--- config.mk ---
export PLATFORM = sky130hd
export DESIGN_NAME = pipe_ctrl
export DESIGN_NICKNAME = d
export VERILOG_FILES = /design/src/rtl/pipe_ctrl_pkg.sv /design/src/rtl/pipe_ctrl_int_latch.sv /design/src/rtl/pipe_ctrl.sv
export SDC_FILE = /design/constraint.sdc
export NUM_CORES = 1
export LEC_CHECK = 0
export CORE_ASPECT_RATIO = 0.8
export CORE_MARGIN = 2
export CORE_UTILIZATION = 41
export DETAILED_ROUTE_END_ITERATION = 8
export PLACE_DENSITY_LB_ADDON = 0.25
export SETUP_SLACK_MARGIN = 0.3
export SYNTH_ARGS = -nofsm -noshare
export SYNTH_HDL_FRONTEND = slang
export SYNTH_SLANG_ARGS = --single-unit
--- constraint.sdc ---
create_clock -name clk -period 1.5 [get_ports clk]
set_input_delay 0.3 -clock clk [delete_from_list [all_inputs] [get_ports clk]]
set_output_delay 0.3 -clock clk [all_outputs]
set_load 0.05 [all_outputs]
--- src/rtl/pipe_ctrl_pkg.sv ---
// rtl/pipe_ctrl_pkg.sv - shared widths, hold encodings and FSM states for pipe_ctrl
// Contents:
//   INST_ADDR_W / HOLD_W   : instruction address and hold-flag bus widths
//   HOLD_*                 : hold levels, numerically ordered None < Pc < If < Id
//   RST_ENABLE             : reset level (active-low)
//   CPU_RESET_ADDR         : jump address after reset
//   pctrl_state_e          : pipe_ctrl FSM states
//   hold_max()             : numeric maximum of two hold levels
package pipe_ctrl_pkg;

  localparam int INST_ADDR_W = 32;
  localparam int HOLD_W      = 3;

  localparam logic [HOLD_W-1:0] HOLD_NONE = 3'd0;
  localparam logic [HOLD_W-1:0] HOLD_PC   = 3'd1;
  localparam logic [HOLD_W-1:0] HOLD_IF   = 3'd2;
  localparam logic [HOLD_W-1:0] HOLD_ID   = 3'd3;

  localparam logic RST_ENABLE  = 1'b0;
  localparam logic JUMP_ENABLE = 1'b1;

  localparam logic [INST_ADDR_W-1:0] CPU_RESET_ADDR = 32'h0000_0000;

  typedef enum logic [1:0] {
    PCTRL_RUN  = 2'd0,
    PCTRL_HOLD = 2'd1,
    PCTRL_INT  = 2'd2
  } pctrl_state_e;

  // Higher encoding means a deeper stall, so the merge is a plain maximum.
  function automatic logic [HOLD_W-1:0] hold_max(input logic [HOLD_W-1:0] a,
                                                  input logic [HOLD_W-1:0] b);
    return (a > b) ? a : b;
  endfunction

endpackage

--- src/rtl/pipe_ctrl_int_latch.sv ---
// rtl/pipe_ctrl_int_latch.sv - captures one pending interrupt and its vector
// Ports:
//   clk, rst     : clock, synchronous active-low reset
//   int_req_i    : interrupt request pulse
//   int_addr_i   : interrupt vector, valid with int_req_i
//   int_clr_i    : clears the pending interrupt once its jump is issued
//   int_pend_o   : an interrupt is waiting to be issued
//   int_vec_o    : vector of the waiting interrupt
module pipe_ctrl_int_latch
  import pipe_ctrl_pkg::*;
(
  input  logic                   clk,
  input  logic                   rst,
  input  logic                   int_req_i,
  input  logic [INST_ADDR_W-1:0] int_addr_i,
  input  logic                   int_clr_i,
  output logic                   int_pend_o,
  output logic [INST_ADDR_W-1:0] int_vec_o
);

  logic                   int_pend_q, int_pend_d;
  logic [INST_ADDR_W-1:0] int_vec_q, int_vec_d;

  // While an interrupt is pending further requests are dropped so the first
  // vector is the one that gets serviced.
  always_comb begin
    int_pend_d = int_pend_q;
    int_vec_d  = int_vec_q;
    if (int_clr_i) begin
      int_pend_d = 1'b0;
    end else if (int_req_i && !int_pend_q) begin
      int_pend_d = 1'b1;
      int_vec_d  = int_addr_i;
    end
  end

  always_ff @(posedge clk) begin
    if (rst == RST_ENABLE) begin
      int_pend_q <= 1'b0;
      int_vec_q  <= CPU_RESET_ADDR;
    end else begin
      int_pend_q <= int_pend_d;
      int_vec_q  <= int_vec_d;
    end
  end

  assign int_pend_o = int_pend_q;
  assign int_vec_o  = int_vec_q;

endmodule

--- src/rtl/pipe_ctrl.sv ---
// rtl/pipe_ctrl.sv - merges jump, hold and interrupt requests into one registered pipeline command
// Ports:
//   clk, rst       : clock, synchronous active-low reset
//   jump_flag_i    : ex requests a jump this cycle
//   jump_addr_i    : ex jump target
//   hold_ex_i      : ex hold request (multi-cycle ops)
//   hold_rib_i     : bus arbiter busy
//   jtag_halt_i    : debugger halt (level)
//   int_req_i      : interrupt request pulse
//   int_addr_i     : interrupt vector, valid with int_req_i
//   jump_flag_o    : one-cycle jump command to pc_reg / stage registers
//   jump_addr_o    : jump target, holds last value when idle
//   hold_flag_o    : hold level to pc_reg / stage registers
//   int_ack_o      : pulse when the interrupt jump is issued
//   bus_timeout_o  : sticky flag, bus held for BUS_TO_CYCLES consecutive cycles
module pipe_ctrl
  import pipe_ctrl_pkg::*;
#(
  parameter int BUS_TO_CYCLES = 16,
  parameter int TO_CNT_W      = 5
) (
  input  logic                   clk,
  input  logic                   rst,
  input  logic                   jump_flag_i,
  input  logic [INST_ADDR_W-1:0] jump_addr_i,
  input  logic [HOLD_W-1:0]      hold_ex_i,
  input  logic                   hold_rib_i,
  input  logic                   jtag_halt_i,
  input  logic                   int_req_i,
  input  logic [INST_ADDR_W-1:0] int_addr_i,
  output logic                   jump_flag_o,
  output logic [INST_ADDR_W-1:0] jump_addr_o,
  output logic [HOLD_W-1:0]      hold_flag_o,
  output logic                   int_ack_o,
  output logic                   bus_timeout_o
);

  localparam logic [TO_CNT_W-1:0] TO_LIMIT = TO_CNT_W'(BUS_TO_CYCLES);

  pctrl_state_e state_q, state_d;

  logic                   jump_q, jump_d;
  logic [INST_ADDR_W-1:0] jump_addr_q, jump_addr_d;
  logic [HOLD_W-1:0]      hold_q, hold_d;
  logic                   ack_q, ack_d;
  logic [TO_CNT_W-1:0]    to_cnt_q, to_cnt_d;
  logic                   timeout_q, timeout_d;

  logic                   int_pend;
  logic [INST_ADDR_W-1:0] int_vec;
  logic                   int_clr;
  logic [HOLD_W-1:0]      hold_req;
  logic                   jump_req;

  assign jump_req = (jump_flag_i == JUMP_ENABLE);
  assign hold_req = hold_max(hold_ex_i,
                             hold_max(hold_rib_i  ? HOLD_PC : HOLD_NONE,
                                      jtag_halt_i ? HOLD_PC : HOLD_NONE));

  pipe_ctrl_int_latch u_int_latch (
    .clk        (clk),
    .rst        (rst),
    .int_req_i  (int_req_i),
    .int_addr_i (int_addr_i),
    .int_clr_i  (int_clr),
    .int_pend_o (int_pend),
    .int_vec_o  (int_vec)
  );

  // State register
  always_ff @(posedge clk) begin
    if (rst == RST_ENABLE) begin
      state_q <= PCTRL_RUN;
    end else begin
      state_q <= state_d;
    end
  end

  // Next-state logic
  always_comb begin
    state_d = PCTRL_RUN;
    case (state_q)
      PCTRL_RUN: begin
        if (jump_req)                  state_d = PCTRL_RUN;
        else if (hold_req != HOLD_NONE) state_d = PCTRL_HOLD;
        else if (int_pend)             state_d = PCTRL_INT;
        else                           state_d = PCTRL_RUN;
      end
      PCTRL_HOLD: begin
        state_d = (hold_req != HOLD_NONE) ? PCTRL_HOLD : PCTRL_RUN;
      end
      PCTRL_INT: begin
        // An ex jump or a debug halt in the entry cycle defers the interrupt;
        // int_pend stays set so RUN retries it once things are quiet.
        if (jump_req)         state_d = PCTRL_RUN;
        else if (jtag_halt_i) state_d = PCTRL_HOLD;
        else                  state_d = PCTRL_RUN;
      end
      default: state_d = PCTRL_RUN;
    endcase
  end

  // Output logic (registered below)
  always_comb begin
    jump_d      = 1'b0;
    jump_addr_d = jump_addr_q;
    hold_d      = HOLD_NONE;
    ack_d       = 1'b0;
    int_clr     = 1'b0;
    case (state_q)
      PCTRL_RUN: begin
        if (jump_req) begin
          jump_d      = 1'b1;
          jump_addr_d = jump_addr_i;
        end else if (hold_req != HOLD_NONE) begin
          hold_d = hold_req;
        end
      end
      PCTRL_HOLD: begin
        // The stall keeps applying; a jump from ex is still honoured so a
        // resolved branch is never lost while the pipeline is frozen.
        hold_d = hold_req;
        if (jump_req) begin
          jump_d      = 1'b1;
          jump_addr_d = jump_addr_i;
        end
      end
      PCTRL_INT: begin
        if (jump_req) begin
          jump_d      = 1'b1;
          jump_addr_d = jump_addr_i;
        end else if (jtag_halt_i) begin
          hold_d = hold_req;
        end else begin
          // Flush IF/ID and ID/EX so nothing behind the interrupt retires.
          jump_d      = 1'b1;
          jump_addr_d = int_vec;
          hold_d      = HOLD_ID;
          ack_d       = 1'b1;
          int_clr     = 1'b1;
        end
      end
      default: ;
    endcase
  end

  // Bus-hold watchdog: saturates at the limit so the compare stays true.
  always_comb begin
    to_cnt_d = '0;
    if (hold_rib_i) begin
      to_cnt_d = (to_cnt_q == TO_LIMIT) ? to_cnt_q : to_cnt_q + 1'b1;
    end
    timeout_d = timeout_q | (to_cnt_d == TO_LIMIT);
  end

  always_ff @(posedge clk) begin
    if (rst == RST_ENABLE) begin
      jump_q      <= 1'b0;
      jump_addr_q <= CPU_RESET_ADDR;
      hold_q      <= HOLD_NONE;
      ack_q       <= 1'b0;
      to_cnt_q    <= '0;
      timeout_q   <= 1'b0;
    end else begin
      jump_q      <= jump_d;
      jump_addr_q <= jump_addr_d;
      hold_q      <= hold_d;
      ack_q       <= ack_d;
      to_cnt_q    <= to_cnt_d;
      timeout_q   <= timeout_d;
    end
  end

  assign jump_flag_o   = jump_q;
  assign jump_addr_o   = jump_addr_q;
  assign hold_flag_o   = hold_q;
  assign int_ack_o     = ack_q;
  assign bus_timeout_o = timeout_q;

endmodule

== Yosys cells after proc, flatten, opt, wreduce, memory -nomap -nowiden ==
Index checks and enable logic that the tools add are counted.
Cells by class
  reduce and logical (&&, ||, !) cells: 9
  bitwise operators: 3
  equal/unequal tests: 6
  $lt $le $gt $ge: 2
  add/sub/neg operators: 1
  muxes and demuxes: 28
Operators with widths (number)
  $mux 32: 3
  $pmux 32 s2: 1
  $mux 3: 5
  $mux 1: 11
  $eq 5x5->1 const B: 2
  $mux 5: 2
  $pmux 3 s3: 1
  $mux 2: 3
  $pmux 2 s3: 1
  $add 5x1->5 const B: 1
  $reduce_or 2->1: 2
  $gt 3x1->1: 1
  $ne 3x3->1 const B: 1
  $reduce_and 3->1: 1
  $reduce_bool 3->1: 1
  $eq 2x1->1 const B: 1
  $eq 2x2->1 const B: 1
  $logic_not 2->1: 1
  $ne 2x1->1 const B: 1
  $not 1->1: 2
  $pmux 1 s2: 1
  $reduce_and 2->1: 1
  $reduce_bool 2->1: 1
  $gt 1x1->1: 1
  other kinds (3): 3
Word-level totals
  input bits: 73
  register bits: 78

== Longest topological paths before layout ==
Gate-level depths: netlist of the first run.
  word-level depth: 9
  gate-level depth with buffers: 7
  mapped depth without buffers: 7

== By module ==
Synthesis of the first run repeated with hierarchy kept, for this count alone.
Second synthesis, totals
  cell total of the unflattened synthesis: 391
  area, all modules: 3494.6 um^2
By module, submodules not included
  pipe_ctrl: cells an instance 248, area an instance 2144.6 um^2, times used 1, seq. area each 900.9 um^2
  pipe_ctrl_int_latch: cells an instance 143, area an instance 1350.0 um^2, times used 1, seq. area each 660.6 um^2

== Worst setup path after synthesis of the first run ==
Ideal clock, no wire load.
  path kind: input-to-reg
  start: input jtag_halt_i
  end: register state_q[1]
  setup slack: -0.077 ns
  stages: 6
  arrival time: 1.516 ns
  buffers on the path: 0
  path through: or2_2 -> ha_1 -> nor2_1 -> a21oi_1 -> nor4_1 -> and4_1
Between the ends
  cells in the longest elaborated chain, start to end: 9
Ends and longest elaborated chain
  start, declared: line pipe_ctrl.sv:28  | input logic jtag_halt_i,
  $mux 1 (*): line pipe_ctrl.sv:58  | jtag_halt_i ? HOLD_PC : HOLD_NONE));
  $gt 1x1->1: line pipe_ctrl_pkg.sv:33  | return (a > b) ? a : b;
  $mux 1 (*): line pipe_ctrl_pkg.sv:33
  $gt 3x1->1: line pipe_ctrl_pkg.sv:33
  $mux 3 (*): line pipe_ctrl_pkg.sv:33
  $reduce_bool 3->1 (*): line pipe_ctrl.sv:85  | else if (hold_req != HOLD_NONE) state_d = PCTRL_HOLD;
  $mux 2 (*): line pipe_ctrl.sv:85
  $mux 2 (*): line pipe_ctrl.sv:84  | if (jump_req) state_d = PCTRL_RUN;
  $pmux 2 s3 (*): line pipe_ctrl.sv:82  | case (state_q)
  end signal, assigned: line pipe_ctrl.sv:75  | state_q <= state_d;
  end, declared: line pipe_ctrl.sv:40  | pctrl_state_e state_q, state_d;
Mark *: on every way between the ends. The rest lies on a longest branch, timed or not.
A chain may end at the register's enable or synchronous reset.

== Final worst setup path of the first run ==
  start: register state_q[0]
  end: register u_int_latch.int_vec_q[6] (netlist: u_int_latch.int_vec_o[6])
Between the ends
  cells in the longest elaborated chain, start to end: 4
Ends and longest elaborated chain
  $eq 2x2->1: line pipe_ctrl.sv:110  | case (state_q)
  $mux 1
  $not 1->1 (no line)
  $reduce_and 2->1 (no line)
  end signal, assigned: line pipe_ctrl_int_latch.sv:43  | int_vec_q <= int_vec_d;
  end, declared: line pipe_ctrl_int_latch.sv:22  | logic [INST_ADDR_W-1:0] int_vec_q, int_vec_d;
No other way between the ends.

==> out/summary.log, run 1 <==
INFO  setup_path     path_common_cell=sky130_fd_sc_hd__buf_6
INFO  floorplan      placeableCoreArea=7910µm²
INFO  drt            route.detailed.drc=0
INFO  global_route   initial_antenna_violation_count=0
INFO  global_route   grt_pass1_vias=2973
INFO  drt            routed_wirelength=9290µm
INFO  sta            report.final.setup_viol=3
INFO  sta            fin_clk_skew=0.0105ns
INFO  setup_path     critical-path-max-stage-delay=0.33ns
INFO  sta            clock.fmax=660MHz
INFO  global_route   largest_net_degree_at_the_start_of_global_routing=70
INFO  finish         num_antenna_cells=0
INFO  drt            wl_per_cell=15.3µm
INFO  finish         layoutNonFillerInstCount=606
INFO  setup_path     required_time_reported_for_the_critical_path_endpoint=1.78ns
INFO  placed_design  dp.final_hpwl=5650µm
INFO  sta            worstMarginPinSlew=0.296ns
INFO  placed_design  post-place-cells=571
INFO  clock_tree     cts_tree=done
INFO  setup_path     arrival=1.79ns
INFO  logic_synthesis warnings_from_yosys=0
INFO  floorplan      chipWidth=105µm
INFO  drt            detailedRoute.firstPassIterationCount=4
INFO  clock_tree     cts_sinks=78
INFO  pwr            vdd_drop_max=651µV
INFO  sta            worst_slew_margin_rel=80.1%
INFO  floorplan      die_height=84.5µm
INFO  global_route   global_route_wire_length_before_repair=14300µm
INFO  logic_synthesis synth_nets=435
INFO  logic_synthesis synth_seq_area_share=47.0%
INFO  drt            antenna_violating_nets_post_route=0
INFO  setup_path     path_max_fanout=5
INFO  pwr            switching_share=28.7%
INFO  floorplan      floorplan.die_area=8840µm²
INFO  pwr            switching_power=0.00142W
INFO  floorplan      start_util=42.0%
INFO  global_route   global_route.overflow_total=0
INFO  sta            totalNegativeSetupSlack=-0.0212ns
INFO  floorplan      floorplan.io_pins=111
INFO  clock_tree     number_of_buffers_created_by_cts=9
INFO  clock_tree     clock_tree.buffer_depth=2
INFO  finish         fraction_of_layout_cells_with_a_size_suffix_above_1=37.3%
INFO  sta            timing.final.ws_setup=-0.0143ns
INFO  floorplan      floorplan.rows=29
INFO  drt            viasPerCell=5.08
INFO  drt            drtIter0Drc=127
INFO  pwr            power.share.sequential=46.6%
INFO  sta            final.period_utilization=101%
INFO  pwr            internal-power=0.00354W
INFO  clock_tree     cts_max_level=3
INFO  outcome        run_status=finished, violations left
INFO  outcome        failing_checks=negative setup slack
INFO  setup_path     path_delay_family=buffers and inverters
INFO  setup_path     path_cells=nor2_2, and3_4, buf_6, nor3b_4, buf_6, buf_6, buf_8, nand2_1, a21boi_1
INFO  pwr            powerDensity=864nW/µm²
INFO  logic_synthesis syn_inst=359
INFO  clock_tree     path_clk_slew=0.08ns
INFO  setup_path     critical_path_buf_inv_count=4
INFO  logic_synthesis netlist-cell-type-count=35
INFO  clock_tree     cts-hold-fix-buffers=0
INFO  setup_path     critPathCaptureType=register
INFO  pwr            clkPwrFrac=28.1%
INFO  finish         num-fill-cells=594
INFO  logic_synthesis postSynthAreaPerCell=9.25µm²
INFO  sta            timing_max_transition_violations_final=0
INFO  setup_path     critPathSlowestCell=sky130_fd_sc_hd__dfxtp_2
INFO  placed_design  last_weighted_congestion_value_of_the_routability_driven_placer=0.787
INFO  clock_tree     clockRootBuffer=sky130_fd_sc_hd__clkbuf_8
INFO  logic_synthesis syn-cell-area=3320µm²
INFO  min_path       min_path_type=input port to register
INFO  run            cap_viol_max_count=0
INFO  logic_synthesis yosys_register_bits=78
INFO  finish         nNetsFinal=569
INFO  pwr            power.combinational.fraction=25.3%
INFO  sta            period_needed=1.51ns
INFO  finish         syn2layout_area_growth=73.2%
INFO  placed_design  port_buffers=110
INFO  pwr            cellLeakagePower=2.49nW
INFO  pwr            report.power.total=0.00497W
INFO  setup_path     worstSetupStartpointType=register
INFO  global_route   grt_use_total=20.5%
INFO  drt            via_count=3078
INFO  sta            finalHoldViolCount=0
INFO  sta            grt_setup_unrepaired=yes
INFO  clock_tree     clk-insertion-delay-late=0.35ns
INFO  setup_path     setup.worst_path.class=register to register
==> cells in the mapped netlist (all sizes together) <==
master	n	area share (%)
nand2	101	11
dfxtp	78	47
mux2i	33	9.9
a21boi	32	7.2
o211a	32	9.6
buf	16	3.1
clkbuf	11	1.2
nor2	9	1.1
a21oi	8	1.2
inv	6	0.68
and2	4	0.75
ha	3	1.1
nor3	3	0.45
o21ai	3	0.45
a211oi	2	0.45
and3	2	0.53
nand2b	2	0.38
nand3b	2	0.45
xor2	2	0.53
a21o	1	0.23
and4	1	0.26
nand3	1	0.15
nor2b	1	0.19
nor3b	1	0.38
nor4	1	0.19
o22ai	1	0.19
o41ai	1	0.26
or2	1	0.19
or3b	1	0.26
==> cell families after synthesis <==
kind of cell / Yosys count / share of synthesized area [%]
fa+ha+maj: 3 / 1.13
compound gates: 80 / 19.7
simple gates: 130 / 16.7
xor+xnor: 2 / 0.527
mux: 33 / 9.94
flops: 78 / 47.0
buf+inv: 33 / 5.05
==> metal layers <==
metal / global-route usage [%] / vias up / part of all wire (%)
li1: - / 1493 / -
met1: 25.7 / 1459 / 43
met2: 32.9 / 114 / 47
met3: 7.76 / 12 / 8.1
met4: 6.67 / 0 / 1.4
met5: 0 / - / 0
==> layout by cell type (no fill, tap or decap), types with 6 or more instances in the layout <==
master	count
sky130_fd_sc_hd__a21boi_1	29
sky130_fd_sc_hd__buf_12	47
sky130_fd_sc_hd__buf_4	17
sky130_fd_sc_hd__buf_6	11
sky130_fd_sc_hd__clkbuf_8	10
sky130_fd_sc_hd__clkdlybuf4s50_1	67
sky130_fd_sc_hd__dfxtp_1	40
sky130_fd_sc_hd__dfxtp_2	34
sky130_fd_sc_hd__mux2i_1	33
sky130_fd_sc_hd__nand2_1	76
sky130_fd_sc_hd__nand2_2	21
sky130_fd_sc_hd__nor2_1	6
sky130_fd_sc_hd__o211a_1	32
==> metrics by stage <==
step	cell area, µm²	util [%]	setup slack, ns	hold WS (ns)
3_5_place_dp	5050	63.8	-0.531	0.450
4_1_cts	5470	69.2	-0.0105	0.258
2_1_floorplan	3400	-	-0.0247	0.414
6_report	5750	72.7	-0.0143	0.272
3_3_place_gp	5050	63.8	-0.509	0.444
5_1_grt	5750	72.7	-0.0766	0.252
==> worst register-to-register path: stages, from the launching register on <==
cell	delay, ns
sky130_fd_sc_hd__dfxtp_2	0.33
sky130_fd_sc_hd__nor2_2	0.05
sky130_fd_sc_hd__and3_4	0.17
sky130_fd_sc_hd__buf_6	0.12
sky130_fd_sc_hd__nor3b_4	0.19
sky130_fd_sc_hd__buf_6	0.16
sky130_fd_sc_hd__buf_6	0.11
sky130_fd_sc_hd__buf_8	0.13
sky130_fd_sc_hd__nand2_1	0.06
sky130_fd_sc_hd__a21boi_1	0.13
==> sequential cells by signal (all words and copies together) (netlist names) <==
register,count
to_cnt_q,5
hold_flag_o,3
u_int_latch.int_pend_o,1
jump_flag_o,1
u_int_latch.int_vec_o,32
jump_addr_o,32
state_q,2
bus_timeout_o,1
int_ack_o,1
==> area by class of cell <==
class	instances	area [µm²]	area share, %
Multi-Input combinational cell	248	1800	31.3
Clock buffer	11	141	2.46
Sequential cell	78	1620	28.1
Inverter	6	25.0	0.435
Timing Repair Buffer	150	2000	34.7
Tap cell	108	135	2.35
Clock inverter	5	35.0	0.609
==> power by group through the flow <==
stage / clock network, W / logic, W / registers [W]
global route: 0.00155 / 0.00133 / 0.00233
detailed placement: 0 / 0.00108 / 0.00235
finish: 0.00140 / 0.00126 / 0.00231
global placement: 0 / 0.00107 / 0.00234
CTS: 0.00145 / 0.00117 / 0.00231
floorplan: 0 / 0.000296 / 0.00253
==> final timing paths <==
| check | startpoint | end | slack (ns) | depth (start not counted) |
|---|---|---|---|---|
| hold reg to reg | u_int_latch.int_vec_o[4]$_SDFFE_PN0P_ | u_int_latch.int_vec_o[4]$_SDFFE_PN0P_ | 0.46 | 2 |
| setup reg to reg | state_q[0]$_SDFF_PN0_ | u_int_latch.int_vec_o[6]$_SDFFE_PN0P_ | -0.01 | 9 |
| hold / removal | rst | bus_timeout_o$_SDFF_PN0_ | 0.27 | 3 |
| setup / recovery | state_q[0]$_SDFF_PN0_ | u_int_latch.int_vec_o[6]$_SDFFE_PN0P_ | -0.01 | 9 |
==> timing repair <==
item,4_1_cts,5_1_grt
pin swaps,11,10
gates resized for setup,76,55
buffers inserted,6,6
setup endpoints to repair,99,78
gates cloned,5,2
No activity file was read; power rests on OpenSTA's default activity.
==> inputs of run 2 (changes only) <==
- CORE_UTILIZATION: 41 -> 49
- clock period: 1.5 -> 1.8 ns (I/O delays scaled with it)
==> run 2 against run 1 <==
Against the previous run: the flow now finishes without violations; critical path type unchanged; largest power group unchanged; highest routed layer unchanged; first-iteration DRC count fell by 10%; global-route usage rose by 1.5 points; die area fell by 16%; via count fell by 4.5%; core utilization rose by 2.0 points; clock power fell by 20%.
==> out/summary.log, run 2 (synthesis results as in run 1) <==
INFO  clock_tree     clockRootBuffer=sky130_fd_sc_hd__clkbuf_8
INFO  setup_path     cp-startpoint=state_q[0]$_SDFF_PN0_
INFO  floorplan      floorplan.die_area=7460µm² [-16%]
INFO  sta            worst_slew_margin_rel=80.8% [+0.64 points]
INFO  setup_path     worstSetupStartpointType=register
INFO  floorplan      start_util=51.3% [+9.3 points]
INFO  floorplan      floorplan.rows=26 [-10%]
INFO  min_path       worst_hold_start=rst
INFO  sta            hold-worst-slack=0.345ns [+0.0731 ns]
INFO  setup_path     required_time_reported_for_the_critical_path_endpoint=2.03ns [+0.25 ns]
INFO  global_route   largest_net_degree_at_the_start_of_global_routing=70 [unchanged]
INFO  setup_path     path_max_fanout=11 [+6]
INFO  finish         num_antenna_cells=0 [unchanged]
INFO  floorplan      die_height=77.6µm [-8.1%]
INFO  finish         stdcell_area=4840µm² [-16%]
INFO  pwr            cellLeakagePower=2.19nW [-12%]
INFO  global_route   grt_use_total=22.0% [+1.5 points]
INFO  sta            clock.fmax=679MHz [+2.9%]
INFO  placed_design  placed_cell_area=4530µm² [-10%]
INFO  setup_path     arrival=1.70ns [-0.09 ns]
INFO  placed_design  place_worst_setup_slack=-0.368ns [+0.163 ns]
INFO  clock_tree     cts_max_level=3 [unchanged]
INFO  outcome        run_status=finished clean
INFO  placed_design  port_buffers=110 [unchanged]
INFO  global_route   global_route_wire_length_before_repair=12800µm [-11%]
INFO  finish         nNetsFinal=552 [-3.0%]
INFO  sta            final.period_utilization=81.8% [-19 points]
INFO  drt            antenna_violating_nets_post_route=0 [unchanged]
INFO  drt            wl_per_cell=14.8µm [-3.7%]
INFO  min_path       min_path_type=input port to register
INFO  finish         num-fill-cells=490 [-18%]
INFO  setup_path     r2r-start=state_q[0]$_SDFF_PN0_
INFO  clock_tree     clock_tree.buffer_depth=2 [unchanged]
INFO  clock_tree     cts_sinks=78 [unchanged]
INFO  setup_path     critPathCaptureType=register
INFO  floorplan      placeableCoreArea=6470µm² [-18%]
INFO  sta            timing.final.ws_setup=0.328ns [+0.343 ns]
INFO  drt            detailedRoute.firstPassIterationCount=4 [unchanged]
INFO  global_route   grt_pass1_vias=2830 [-4.8%]
INFO  finish         syn2layout_area_growth=45.6%
INFO  clock_tree     path_clk_slew=0.07ns [about the same]
INFO  sta            grt_setup_unrepaired=yes
INFO  drt            drtIter0Drc=114 [-10%]
INFO  drt            route.detailed.drc=0 [unchanged]
INFO  finish         layout_common_cells=sky130_fd_sc_hd__nand2_1 (100), sky130_fd_sc_hd__dfxtp_1 (74), sky130_fd_sc_hd__clkdlybuf4s50_1 (67)
INFO  clock_tree     clk-insertion-delay-late=0.35ns [about the same]
INFO  sta            fin_clk_skew=0.00875ns [-0.00174 ns]
INFO  global_route   global_route.overflow_total=0 [unchanged]
INFO  floorplan      chipWidth=96.1µm [-8.2%]
INFO  setup_path     setup.worst_path.class=register to register
INFO  finish         final_core_area_utilization=74.7% [+2.0 points]
INFO  sta            timing_max_transition_violations_final=0 [unchanged]
INFO  drt            via_count=2939 [-4.5%]
INFO  sta            period_needed=1.47ns [-0.0425 ns]
INFO  finish         fraction_of_layout_cells_with_a_size_suffix_above_1=20.7% [-17 points]
INFO  floorplan      floorplan.io_pins=111 [unchanged]
INFO  placed_design  dp.final_hpwl=5560µm [-1.5%]
INFO  drt            routed_wirelength=8310µm [-11%]
INFO  clock_tree     cts_tree=done
INFO  placed_design  last_weighted_congestion_value_of_the_routability_driven_placer=0.806 [+2.5%]
INFO  pwr            powerDensity=788nW/µm² [-8.7%]
INFO  sta            report.final.setup_viol=0 [-3]
INFO  pwr            vdd_drop_max=599µV [-8.0%]
INFO  run            cap_viol_max_count=0 [unchanged]
INFO  sta            finalHoldViolCount=0 [unchanged]
INFO  finish         layout_commonest_cell=sky130_fd_sc_hd__nand2_1
INFO  sta            worstMarginPinSlew=0.286ns [-0.00946 ns]
INFO  drt            viasPerCell=5.22 [+2.8%]
INFO  global_route   initial_antenna_violation_count=0 [unchanged]
INFO  clock_tree     cts-hold-fix-buffers=0 [unchanged]
INFO  clock_tree     number_of_buffers_created_by_cts=9 [unchanged]
[run 2: cell count changes in the layout (fill, tap and decap cells not counted), sizes merged]
| cell | change |
|---|---|
| buf | -18 |
| clkinv | +1 |
| clkinvlp | -2 |
| dlygate4sd2 | -1 |
| dlymetal6s2s | +1 |
[run 2: power breakdown]
group / total, W / switching, W / internal (W)
logic: 0.000808 / 0.000428 / 0.000380
clock network: 0.00112 / 0.000603 / 0.000518
registers: 0.00188 / 0.0000573 / 0.00183
total: 0.00381 / 0.00109 / 0.00272
[run 2: routing by layer]
metal | up-vias | GRT usage, % | share of wire, %
li1 | 1463 | - | -
met1 | 1369 | 27.1 | 44
met2 | 98 | 36.1 | 47
met3 | 9 | 6.89 | 8.0
met4 | 0 | 7.29 | 1.1
met5 | - | 0 | 0
[run 2: critical path, cell delays in order (launching register included)]
cell                       delay, ns
sky130_fd_sc_hd__dfxtp_2        0.34
sky130_fd_sc_hd__nor2_2         0.05
sky130_fd_sc_hd__and3_4         0.19
sky130_fd_sc_hd__or3b_4         0.47
sky130_fd_sc_hd__buf_12         0.18
sky130_fd_sc_hd__nand2_1        0.06
sky130_fd_sc_hd__a21boi_0       0.07
[run 2: final timing paths]
path	endpoint	slack [ns]	depth (start not counted)
setup / recovery	u_int_latch.int_vec_o[5]$_SDFFE_PN0P_	0.33	6
hold / removal	bus_timeout_o$_SDFF_PN0_	0.35	3
setup reg to reg	u_int_latch.int_vec_o[5]$_SDFFE_PN0P_	0.33	6
hold reg to reg	u_int_latch.int_vec_o[25]$_SDFFE_PN0P_	0.45	2
[run 2: stage by stage]
stage / power [W] / setup TNS (ns) / std cells
2_1_floorplan: 0.00235 / 0 / 359
3_3_place_gp: 0.00267 / -9.42 / 544
3_5_place_dp: 0.00269 / -12.93 / 544
4_1_cts: 0.00384 / 0 / 562
5_1_grt: 0.00397 / 0 / 563
6_report: 0.00381 / 0 / 563
[run 2: final cells by class]
type	instances	area (µm²)	share of cell area (%)
clock buffer	10	138	2.85
tap	84	105	2.17
sequential	78	1570	32.5
timing repair buffer	133	1300	26.9
clock inverter	4	25.0	0.517
inverter	6	22.5	0.466
multi-input combinational	248	1670	34.6
[run 2: timing repair]
action                                  4_1_cts  5_1_grt
endpoints found under the setup margin       68       18
cloned                                        2        0
hold endpoints to repair                      0        0
resized for setup                            25        8
buffers inserted                              2        1
pin swaps                                     8        8
==> inputs of run 3 (changes only) <==
- CORE_UTILIZATION: 49 -> 41
- clock period: 1.8 -> 1.35 ns (I/O delays scaled with it)
==> run 3 against run 2 <==
Against the previous run: the flow now finishes with violations (negative setup slack); sequential power up 37%; design area up 17%; clock skew up 0.0021 ns; combinational power up 60%; register-to-register slack worse by 0.43 ns; worst hold slack worse by 0.19 ns; clock-buffer cell count up 2; final cell count up 6.9%; core utilization down 3.2 points; worst setup slack worse by 0.43 ns; maximum frequency up 1.4%; clock power up 68%; critical endpoint is now bus_timeout_o$_SDFF_PN0_; largest cell class is now buffers.
==> out/summary.log, run 3 (synthesis results as in run 1) <==
INFO  floorplan      floorplan.io_pins=111 [unchanged]
INFO  clock_tree     path_clk_slew=0.08ns [about the same]
INFO  global_route   initial_antenna_violation_count=0 [unchanged]
INFO  pwr            clkPwrFrac=32.8% [+3.4 points]
INFO  clock_tree     clockRootBuffer=sky130_fd_sc_hd__clkbuf_8
INFO  floorplan      placeableCoreArea=7910µm² [+22%]
INFO  drt            wl_per_cell=15.4µm [+4.3%]
INFO  floorplan      start_util=42.0% [-9.3 points]
INFO  sta            fin_clk_skew=0.0109ns [+0.00215 ns]
INFO  sta            final.period_utilization=108% [+26 points]
INFO  floorplan      floorplan.rows=29 [+12%]
INFO  drt            viasPerCell=5.03 [-3.6%]
INFO  setup_path     setup.worst_path.class=register to register
INFO  pwr            power.combinational.fraction=22.4% [+1.2 points]
INFO  global_route   global_route.overflow_total=0 [unchanged]
INFO  setup_path     critPathCaptureType=register
INFO  outcome        run_status=finished, violations left
INFO  clock_tree     clock_tree.buffer_depth=2 [unchanged]
INFO  sta            timing_max_transition_violations_final=0 [unchanged]
INFO  finish         syn2layout_area_growth=70.3%
INFO  floorplan      die_height=84.5µm [+8.8%]
INFO  sta            grt_setup_unrepaired=yes
INFO  pwr            switching_share=27.3% [-1.3 points]
INFO  clock_tree     cts_tree=done
INFO  drt            route.detailed.drc=0 [unchanged]
INFO  pwr            cellLeakagePower=2.45nW [+12%]
INFO  sta            period_needed=1.45ns [-0.0198 ns]
INFO  clock_tree     cts_sinks=78 [unchanged]
INFO  finish         nNetsFinal=565 [+2.4%]
INFO  drt            via_count=3029 [+3.1%]
INFO  sta            clock.fmax=689MHz [+1.4%]
INFO  drt            antenna_violating_nets_post_route=0 [unchanged]
INFO  clock_tree     cts-hold-fix-buffers=0 [unchanged]
INFO  placed_design  place_worst_setup_slack=-0.728ns [-0.361 ns]
INFO  finish         layout_common_cells=sky130_fd_sc_hd__nand2_1 (99), sky130_fd_sc_hd__clkdlybuf4s50_1 (67), sky130_fd_sc_hd__buf_12 (46)
INFO  finish         num_antenna_cells=0 [unchanged]
INFO  sta            finalHoldViolCount=0 [unchanged]
INFO  floorplan      floorplan.die_area=8840µm² [+19%]
INFO  setup_path     arrival=1.70ns [about the same]
INFO  pwr            vdd_drop_max=707µV [+18%]
INFO  pwr            switching_power=0.00156W [+44%]
INFO  setup_path     required_time_reported_for_the_critical_path_endpoint=1.60ns [-0.43 ns]
INFO  setup_path     worstSetupStartpointType=register
INFO  global_route   grt_pass1_vias=3006 [+6.2%]
INFO  finish         layoutNonFillerInstCount=602 [+6.9%]
INFO  pwr            internal-power=0.00417W [+53%]
INFO  finish         stdcell_area=5660µm² [+17%]
INFO  placed_design  dp.final_hpwl=5900µm [+6.0%]
INFO  run            cap_viol_max_count=0 [unchanged]
INFO  global_route   grt_use_total=20.7% [-1.2 points]
INFO  clock_tree     clk-insertion-delay-late=0.35ns [about the same]
INFO  placed_design  post-place-cells=572 [+5.1%]
INFO  pwr            powerDensity=1010nW/µm² [+29%]
INFO  drt            detailedRoute.firstPassIterationCount=4 [unchanged]
INFO  placed_design  last_weighted_congestion_value_of_the_routability_driven_placer=0.810 [+0.47%]
INFO  setup_path     path_max_fanout=4 [-7]
INFO  global_route   global_route_wire_length_before_repair=14600µm [+14%]
INFO  drt            routed_wirelength=9270µm [+11%]
INFO  pwr            report.power.total=0.00573W [+50%]
INFO  finish         fraction_of_layout_cells_with_a_size_suffix_above_1=33.4% [+13 points]
INFO  min_path       min_path_type=input port to register
INFO  placed_design  placed_cell_area=5100µm² [+13%]
INFO  floorplan      chipWidth=105µm [+8.9%]
INFO  global_route   largest_net_degree_at_the_start_of_global_routing=28 [-60%]
INFO  sta            worstMarginPinSlew=0.248ns [-0.0384 ns]
INFO  sta            timing.final.ws_setup=-0.102ns [-0.430 ns]
INFO  sta            worst_slew_margin_rel=83.3% [+2.5 points]
INFO  pwr            power.share.sequential=44.8% [-4.6 points]
INFO  placed_design  port_buffers=110 [unchanged]
INFO  clock_tree     cts_max_level=3 [unchanged]
INFO  drt            drtIter0Drc=75 [-34%]
INFO  clock_tree     number_of_buffers_created_by_cts=9 [unchanged]
INFO  finish         layout_commonest_cell=sky130_fd_sc_hd__nand2_1
INFO  outcome        failing_checks=negative setup slack
INFO  sta            report.final.setup_viol=58 [+58]
INFO  sta            totalNegativeSetupSlack=-2.22ns [-2.22 ns]
==> run 3: final timing paths <==
kind                                                       startpoint                               endpoint  slack [ns]  cells past startpoint
worst max-delay path                           to_cnt_q[1]$_SDFF_PN0_               bus_timeout_o$_SDFF_PN0_       -0.10                      7
worst min-delay path                                       hold_rib_i                 to_cnt_q[1]$_SDFF_PN0_        0.16                      2
worst max register to register                 to_cnt_q[1]$_SDFF_PN0_               bus_timeout_o$_SDFF_PN0_       -0.10                      7
worst min register to register  u_int_latch.int_vec_o[7]$_SDFFE_PN0P_  u_int_latch.int_vec_o[7]$_SDFFE_PN0P_        0.46                      2
==> run 3: cell type report <==
cell class	instances	area, µm²
clock buffer	12	166
clock inverter	4	52.6
fill	585	2250
inverter	6	22.5
multi-input combinational	248	1740
sequential	78	1620
tap	108	135
timing repair buffer	146	1920
==> run 3: what timing repair did <==
item | in CTS | in global routing
pin swaps | 10 | 10
resized for setup | 72 | 19
buffers inserted | 7 | 5
endpoints found under the setup margin | 113 | 114
gates cloned | 0 | 2
==> run 3: critical path, cell delays in order, from the launching register on <==
cell	delay, ns
sky130_fd_sc_hd__dfxtp_4	0.38
sky130_fd_sc_hd__buf_12	0.11
sky130_fd_sc_hd__ha_4	0.13
sky130_fd_sc_hd__and2_4	0.15
sky130_fd_sc_hd__nand2_4	0.06
sky130_fd_sc_hd__o22ai_1	0.19
sky130_fd_sc_hd__a21oi_1	0.11
sky130_fd_sc_hd__o41ai_1	0.23
==> run 3: stage by stage <==
step / hold slack (ns) / util [%]
after floorplan: 0.384 / -
after global placement: 0.444 / 64.4
after detailed placement: 0.453 / 64.4
after CTS: 0.145 / 69.4
after global routing: 0.157 / 71.5
final: 0.157 / 71.5
==> run 3: power groups by stage <==
stage	sequential, W	combinational [W]	clock [W]
3_3_place_gp	0.00260	0.00120	0
5_1_grt	0.00258	0.00136	0.00203
3_5_place_dp	0.00261	0.00122	0
6_report	0.00257	0.00129	0.00188
4_1_cts	0.00257	0.00125	0.00191
2_1_floorplan	0.00281	0.000336	0
==> run 3: per-layer routing <==
layer,vias to the layer above,global-route usage (%),routed length (µm)
met1,1445,26.0,4190
li1,1482,-,-
met5,-,0,0
met3,12,7.84,651
met4,0,4.97,99
met2,90,34.0,4330
